===== config.mk =====
export PLATFORM = sky130hd
export DESIGN_NAME = byte_unit
export DESIGN_NICKNAME = d
export VERILOG_FILES = /design/src/rtl/byte_unit_pkg.sv /design/src/rtl/byte_fifo.sv /design/src/rtl/byte_unit.sv
export SDC_FILE = /design/constraint.sdc
export NUM_CORES = 1
export LEC_CHECK = 0
export BUFFER_PORTS_ARGS = -buffer_cell sky130_fd_sc_hd__buf_2
export CAP_MARGIN = 20
export CORE_MARGIN = 1
export CORE_UTILIZATION = 61
export DETAILED_ROUTE_END_ITERATION = 8
export GPL_TIMING_DRIVEN = 0
export PLACE_DENSITY = 0.86
export RECOVER_POWER = 100
export SYNTH_ARGS = -nofsm -noshare
export SYNTH_HDL_FRONTEND = slang
export SYNTH_SLANG_ARGS = --single-unit
export TNS_END_PERCENT = 5

===== constraint.sdc =====
create_clock -name clk -period 2.81 [get_ports clk]
set_input_delay 0.562 -clock clk [delete_from_list [all_inputs] [get_ports clk]]
set_output_delay 0.562 -clock clk [all_outputs]
set_load 0.02 [all_outputs]

===== src/rtl/byte_unit_pkg.sv =====
// Shared defaults and types for the bit -> byte -> bit relay unit.
package byte_unit_pkg;

    localparam int BYTE_W_DEF     = 8;
    localparam int FIFO_DEPTH_DEF = 4;

    typedef logic [7:0] byte_t;

    // Serialiser phases: wait for a byte, offer one bit, enforce a dead cycle.
    typedef enum logic [1:0] {
        IDLE = 2'd0,
        SEND = 2'd1,
        GAP  = 2'd2
    } tx_state_t;

endpackage


===== src/rtl/byte_fifo.sv =====
// Small synchronous FIFO with show-ahead read data and occupancy-based flags.
module byte_fifo
    import byte_unit_pkg::*;
#(
    parameter int WIDTH = BYTE_W_DEF,
    parameter int DEPTH = FIFO_DEPTH_DEF
) (
    input  logic             clk,
    input  logic             rst,
    input  logic             push,
    input  logic             pop,
    input  logic [WIDTH-1:0] wdata,
    output logic [WIDTH-1:0] rdata,
    output logic             full,
    output logic             empty
);

    localparam int AW = (DEPTH > 1) ? $clog2(DEPTH) : 1;
    localparam int CW = AW + 1;

    logic [WIDTH-1:0] mem_q [DEPTH];
    logic [AW-1:0]    wr_ptr_q, wr_ptr_d;
    logic [AW-1:0]    rd_ptr_q, rd_ptr_d;
    logic [CW-1:0]    count_q, count_d;
    logic             push_ok;
    logic             pop_ok;

    assign push_ok = push && !full;
    assign pop_ok  = pop && !empty;
    assign full    = (count_q == CW'(DEPTH));
    assign empty   = (count_q == '0);
    assign rdata   = mem_q[rd_ptr_q];

    // Pointer and occupancy update; pointers wrap naturally at a power-of-2 depth.
    always_comb begin
        wr_ptr_d = wr_ptr_q;
        rd_ptr_d = rd_ptr_q;
        count_d  = count_q;
        if (push_ok) wr_ptr_d = wr_ptr_q + AW'(1);
        if (pop_ok)  rd_ptr_d = rd_ptr_q + AW'(1);
        case ({push_ok, pop_ok})
            2'b10:   count_d = count_q + CW'(1);
            2'b01:   count_d = count_q - CW'(1);
            default: count_d = count_q;
        endcase
    end

    // Control state registers; reset empties the FIFO.
    always_ff @(posedge clk) begin
        if (rst) begin
            wr_ptr_q <= '0;
            rd_ptr_q <= '0;
            count_q  <= '0;
        end else begin
            wr_ptr_q <= wr_ptr_d;
            rd_ptr_q <= rd_ptr_d;
            count_q  <= count_d;
        end
    end

    // Storage array; contents are don't-care until written, so no reset.
    always_ff @(posedge clk) begin
        if (push_ok) mem_q[wr_ptr_q] <= wdata;
    end

endmodule


===== src/rtl/byte_unit.sv =====
// Relay between two single-bit semaphores: gathers LSB-first bits into bytes,
// buffers them, and replays them one strobed bit at a time downstream.
module byte_unit
    import byte_unit_pkg::*;
#(
    parameter int BYTE_W     = BYTE_W_DEF,
    parameter int FIFO_DEPTH = FIFO_DEPTH_DEF
) (
    input  logic clk,
    input  logic rstn,            // active-high synchronous reset despite the name
    input  logic sema_valid_i,
    input  logic sema_data_i,
    output logic sema_ready_o,
    input  logic sema_is_empty_i,
    output logic sema_write_o,
    output logic sema_data_o
);

    localparam int            IW   = (BYTE_W > 1) ? $clog2(BYTE_W) : 1;
    localparam logic [IW-1:0] LAST = IW'(BYTE_W - 1);

    logic [IW-1:0]     bit_cnt_q, bit_cnt_d;
    logic [BYTE_W-1:0] shreg_q, shreg_d;
    logic              accept;
    logic              push;

    logic              fifo_pop;
    logic              fifo_full;
    logic              fifo_empty;
    logic [BYTE_W-1:0] fifo_rdata;

    tx_state_t         state_q, state_d;
    logic [IW-1:0]     idx_q, idx_d;
    logic [BYTE_W-1:0] txreg_q, txreg_d;
    logic              write_q, write_d;
    logic              data_q, data_d;

    // Ready only depends on buffer space, never on valid, so no comb loop upstream.
    assign sema_ready_o = !fifo_full && !rstn;
    assign accept       = sema_valid_i && sema_ready_o;
    assign push         = accept && (bit_cnt_q == LAST);
    assign fifo_pop     = (state_q == IDLE) && !fifo_empty;
    assign sema_write_o = write_q;
    assign sema_data_o  = data_q;

    // Deserialiser: the pushed word is shreg_d, so the final bit lands in the same edge.
    always_comb begin
        shreg_d   = shreg_q;
        bit_cnt_d = bit_cnt_q;
        if (accept) begin
            shreg_d[bit_cnt_q] = sema_data_i;
            bit_cnt_d          = (bit_cnt_q == LAST) ? '0 : bit_cnt_q + IW'(1);
        end
    end

    byte_fifo #(
        .WIDTH (BYTE_W),
        .DEPTH (FIFO_DEPTH)
    ) u_fifo (
        .clk   (clk),
        .rst   (rstn),
        .push  (push),
        .pop   (fifo_pop),
        .wdata (shreg_d),
        .rdata (fifo_rdata),
        .full  (fifo_full),
        .empty (fifo_empty)
    );

    // Serialiser: GAP forces a dead cycle so the downstream flag can fall after each write.
    always_comb begin
        state_d = state_q;
        idx_d   = idx_q;
        txreg_d = txreg_q;
        write_d = 1'b0;
        data_d  = data_q;
        case (state_q)
            IDLE: begin
                if (!fifo_empty) begin
                    txreg_d = fifo_rdata;
                    idx_d   = '0;
                    state_d = SEND;
                end
            end
            SEND: begin
                if (sema_is_empty_i) begin
                    write_d = 1'b1;
                    data_d  = txreg_q[idx_q];
                    state_d = GAP;
                end
            end
            GAP: begin
                if (idx_q == LAST) begin
                    state_d = IDLE;
                end else begin
                    idx_d   = idx_q + IW'(1);
                    state_d = SEND;
                end
            end
            default: state_d = IDLE;
        endcase
    end

    // Control and output registers; reset drops any partial or in-flight byte.
    always_ff @(posedge clk) begin
        if (rstn) begin
            bit_cnt_q <= '0;
            state_q   <= IDLE;
            idx_q     <= '0;
            write_q   <= 1'b0;
            data_q    <= 1'b0;
        end else begin
            bit_cnt_q <= bit_cnt_d;
            state_q   <= state_d;
            idx_q     <= idx_d;
            write_q   <= write_d;
            data_q    <= data_d;
        end
    end

    // Datapath registers; their contents are only consumed under control qualification.
    always_ff @(posedge clk) begin
        shreg_q <= shreg_d;
        txreg_q <= txreg_d;
    end

endmodule


---- Yosys cells after proc, flatten, opt, wreduce, memory -nomap -nowiden ----
Memory sizes are Yosys's and may differ from the RTL's. A register that Yosys moved wholly into a read port is not among the register bits.
Cells that the tools add are included.
word-level totals
  input bits .............................. 5
  memories ................................ 1
  register bits ........................... 25
  logic and storage cells ................. 68
  RAM bits ................................ 32
memory list
  memory        words  width  read ports  clocked after Yosys merged registers in  wr ports  line             text
  u_fifo.mem_q  4      8      1           1                                        1         byte_fifo.sv:21  logic [WIDTH-1:0] mem_q [DEPTH];
cells by class
  add/sub/neg operators ................... 6
  equality and inequality tests ........... 10
  reductions and logical operators ........ 19
  bitwise logic cells ..................... 2
  $lt $le $gt $ge ......................... 3
  muxes and demuxes ....................... 18
operators by type and width
  kind                   number
  $pmux W3 S2            2
  $add A3 B1 Y3 const B  3
  $eq A3 B3 Y1 const B   3
  $mux W3                3
  $bwmux W8              1
  $lt A3 B4 Y1 const B   2
  $mux W8                1
  $logic_and A1 B1 Y1    7
  $mux W1                6
  $ne A2 B2 Y1 const B   3
  $pmux W2 S3            1
  $reduce_and A2 Y1      3
  $add A2 B1 Y2 const B  2
  $eq A2 B1 Y1 const B   2
  $eq A2 B2 Y1 const B   2
  $mux W2                2
  $reduce_bool A2 Y1     2
  $bmux W1 S3            1
  $demux W1 S3           1
  $ge A3 B1 Y1 const B   1
  $logic_not A1 Y1       3
  $logic_not A3 Y1       1
  $reduce_and A3 Y1      1
  $sub A3 B1 Y3 const B  1
  3 further kinds        4

---- Longest topological paths before layout ----
  word-level depth ........................ 8
  mapped depth ............................ 10
  mapped depth without buffers ............ 9

---- Cells and area by module ----
From an unflattened synthesis, not the netlist that was laid out.
unflattened totals
  cells, all modules ...................... 189
  area total of the unflattened synthesis .. 2757.6 um2
modules (own cells, without submodules)
  module     sequential area each (um2)  times used  cells each  area each (um2)
  byte_fifo  1141.1                      1           96          1635.3
  byte_unit  600.6                       1           93          1122.3

---- Least setup slack after synthesis ----
OpenSTA, ideal clock, no wires.
  path type ............................... register to register
  start ................................... reg u_fifo.count_q[0]
  end ..................................... reg u_fifo.count_q[2]
  setup time .............................. 0.071 ns
  slack ................................... 0.258 ns
  arrival ................................. 2.482 ns
  cell stages (with the launch flop) ...... 9
  data required time ...................... 2.739 ns
  cell sequence ........................... dfxtp_1 > nor3_1 > nor3_1 > ha_1 > inv_1 > fa_1 > xor2_1 > or3_1 > a21oi_1
on the way
  elaborated cells between the ends (all ways) .. 16
  those cells by class .................... 2 x add/sub; 3 x eq/ne; 1 x mux; 10 x reduce/logical
RTL lines
  item                                                      line             text
  start: declaration                                        byte_fifo.sv:24  logic [CW-1:0] count_q, count_d;
  start signal: assignment                                  byte_fifo.sv:57  count_q <= count_d;
  $logic_not A3 Y1 *                                        byte_fifo.sv:31  assign empty = (count_q == '0);
  $logic_not A1 Y1 *                                        byte_unit.sv:42  assign fifo_pop = (state_q == IDLE) && !fifo_empty;
  $logic_and A1 B1 Y1 *                                     byte_unit.sv:42
  named net fifo_pop                                        byte_unit.sv:27  logic fifo_pop;
  $logic_and A1 B1 Y1 *                                     byte_fifo.sv:29  assign pop_ok = pop && !empty;
  $eq A2 B1 Y1 / $eq A2 B2 Y1 (equally long branches)       byte_fifo.sv:41  case ({push_ok, pop_ok})
  $pmux W3 S2 / $reduce_bool A2 Y1 (equally long branches)  n/a
Mark *: on every way through the listed nets, which the timed path passes. The rest lies on a longest branch.
A chain may end at the register's enable or synchronous reset.

---- Worst setup path in the final report ----
  start ................................... reg u_fifo.count_q[2]
  end ..................................... reg u_fifo.count_q[2]
on the way
  cells in the longest elaborated chain, start to end .. 8
  elaborated cells between the ends (all ways) .. 16
  those cells by class .................... 2 x add/sub; 3 x eq/ne; 1 x mux; 10 x reduce/logical
ends and longest elaborated chain
  item                                                      line                              text
  $eq A3 B3 Y1                                              byte_fifo.sv:30                   assign full = (count_q == CW'(DEPTH));
  $logic_not A1 Y1                                          byte_fifo.sv:28, byte_unit.sv:39
  $logic_and A1 B1 Y1                                       byte_unit.sv:39                   assign sema_ready_o = !fifo_full && !rstn;
  $logic_and A1 B1 Y1                                       byte_unit.sv:40                   assign accept = sema_valid_i && sema_ready_o;
  $logic_and A1 B1 Y1                                       byte_unit.sv:41                   assign push = accept && (bit_cnt_q == LAST);
  $logic_and A1 B1 Y1                                       byte_fifo.sv:28                   assign push_ok = push && !full;
  $eq A2 B1 Y1 / $eq A2 B2 Y1 (equally long branches)       byte_fifo.sv:41
  $pmux W3 S2 / $reduce_bool A2 Y1 (equally long branches)  n/a
Parallel ways exist; a longest one is shown, timed or not.

==> qor.yml <==
cts_resized: 0
arrival_ps: 2830
antenna_cells: 0
met2WireLength_um: 2513
critPathKind: "reg2reg"
post_drt_wl_per_cell_um: 18.39
finalHoldViolCount: 0
rsz0062_at_grt: "no"
power_switching_mw: 0.3687
vias_per_cell: 6.116
post-route-period-util: 0.9144
num_vias: 1633
clock_path_buffers: 2
max_freq_ghz: 0.3892
synth_edf_count: 40
ys_top_cells_by_area: "edfxtp_1 (43%), dfxtp_1 (18%), mux4_2 (6.5%)"
die_w_um: 69.57
fin_crit_ps: 2570
routed-wl-met3_um: 202
syn2layout_area_growth_pct: 7.817
cp_max_fo: 10
antenna_found_initial: 0
synth-async-reset-ratio: 0
cts_tree: "built"
cts_sinks: 65
grt_overflow: 0
slew_viol_final: 0
syn_nets: 206
placed_area_um2: 2890
p_int_mw: 1.461
cts_setup_buffers: 0
endpoint_kind: "flop"
grt_start_max_net_pins: 11
syn_area_um2: 2785
nets: 225
dp_hpwl_um: 3427
tightest_slew_ps: 745.3
drtPass1Iterations: 4
core_area_um2: 4384
numCtsBuffers: 9
wl_met1_um: 2054
initial_core_util: 0.6353
sw_frac_of_total: 0.2015
utilization: 0.6849
p_leak_nw: 1.049
gp_congestion: 0.7702
yosysMostFrequentCell: "edfxtp_1"
rows: 24
synth_common_cells: "edfxtp_1 (40), dfxtp_1 (25), a21oi_1 (10), nor2_1 (10), ha_1 (9)"
p_seq_frac: 0.575
ioPinCount: 8
cts.clk_slew.worst_paths_ps: 70
post_synth.cell_area_avg_um2: 14.58
synthFlopType: "edfxtp_1"
netlist_instances: 191
synth-seq-area-share: 0.6110
hp-class: "in2reg"
finalSetupTns_ps: 0
root_buffer: "clkbuf_8"
worstPathRequired_ps: 3070
drive_above_1_share: 0.1442
drv_cap: 0
synth_top_area_share: 0.4313
io_buffers: 7
grt_pass1_wl_um: 7886
hold_buffers: 0
yosys_warnings: 0
setup_viol: 0
ant_nets: 0
grt_use_total: 0.2200
clk_latency_ps: 330
power_frac_clock: 0.389
powerDensity_nw_per_um2: 609.2
dp_cells: 251
fin_area_um2: 3003
finalNonFillerCells: 267
cts_htree_levels: 3
grt_pass1_vias: 1675
topRoutingLayerUsed: "met4"
p_comb_frac: 0.036
drc: 0
slew_headroom: 0.5031
wirelength_um: 4911
die-area_um2: 4840
ir_drop_mv: 0.3280
synth_area_leader_cell: "edfxtp_1"
skew_ps: 9.957
status: "complete, no violations"
die_h_um: 69.57
ys_ff_latch: 65
drt_iter0_drc: 123
ys_types: 44
crit_path_start_kind: "flop"
-- layout by cell type, fill, tap and decap left out, drive strengths merged, types with 6 or more instances in the layout --
cell / instances
edfxtp: 40
dfxtp: 25
a21oi: 10
nor2b: 6
mux2: 11
mux4: 8
inv: 8
clkbuf: 28
ha: 9
nor2: 11
-- through the flow --
| step | hold slack, ps | setup WS [ps] | power, mW |
|---|---|---|---|
| CTS | 501.1 | 277.4 | 1.844 |
| global route | 516.2 | 123.8 | 1.883 |
| global placement | 490.9 | -51.98 | 1.134 |
| floorplan | 476.0 | 257.9 | 1.117 |
| detailed placement | 514.0 | 296.8 | 1.142 |
| finish | 516.2 | 240.5 | 1.829 |
-- cell families after synthesis --
logic type / count (synthesis) / share of synthesized area
buffers and inverters: 17 / 0.03055
adder cells (fa/ha/maj): 10 / 0.04762
flip-flops: 65 / 0.6110
AND/OR/NAND/NOR: 51 / 0.1303
multiplexers: 22 / 0.1199
AO/OA/AOI/OAI: 24 / 0.05436
XOR/XNOR: 2 / 0.006290
-- critical path, cell delays in order (launching register included) --
cell,delay [ps]
dfxtp_1,410
nor3b_2,360
buf_6,200
nor2_1,120
nand2_1,90
ha_1,170
inv_1,80
fa_1,390
xor2_1,190
or3_1,320
a21oi_1,170
-- path summary, 6_finish.rpt --
path | start | slack [ps] | endpoint | cells past startpoint
worst max register to register | u_fifo.count_q[2] | 240 | u_fifo.count_q[2] | 10
worst min-delay path | sema_is_empty_i | 520 | state_q[0] | 3
worst min register to register | u_fifo.wr_ptr_q[1] | 520 | u_fifo.wr_ptr_q[1] | 2
worst max-delay path | u_fifo.count_q[2] | 240 | u_fifo.count_q[2] | 10
-- power groups by stage --
stage	clock (mW)	combinational [mW]	sequential (mW)
finish	0.712	0.0651	1.05
global route	0.759	0.0714	1.05
CTS	0.722	0.0701	1.05
detailed placement	0	0.0698	1.07
global placement	0	0.0626	1.07
floorplan	0	0.0477	1.07
-- flip-flops by register name, indices dropped and copies added (netlist names) --
name             count
bit_cnt_q            3
idx_q                3
sema_data_o          1
u_fifo.count_q       3
u_fifo.rd_ptr_q      2
u_fifo.wr_ptr_q      2
sema_write_o         1
state_q              2
u_fifo.mem_q        32
shreg_q              8
txreg_q              8
-- routing by layer --
metal,GRT usage,up-vias
met3,0.05378,17
met4,0.1179,0
li1,-,769
met2,0.3614,51
met5,0,-
met1,0.2691,796
-- cell type report --
cell class	count	area [µm²]
Tap cell	52	65.06
Sequential cell	65	1702
Timing Repair Buffer	8	33.78
Clock buffer	16	180.2
Buffer	9	48.80
Inverter	8	30.03
Fill cell	292	1381
Multi-Input combinational cell	109	943.4
(Power assumes the default switching activity.)
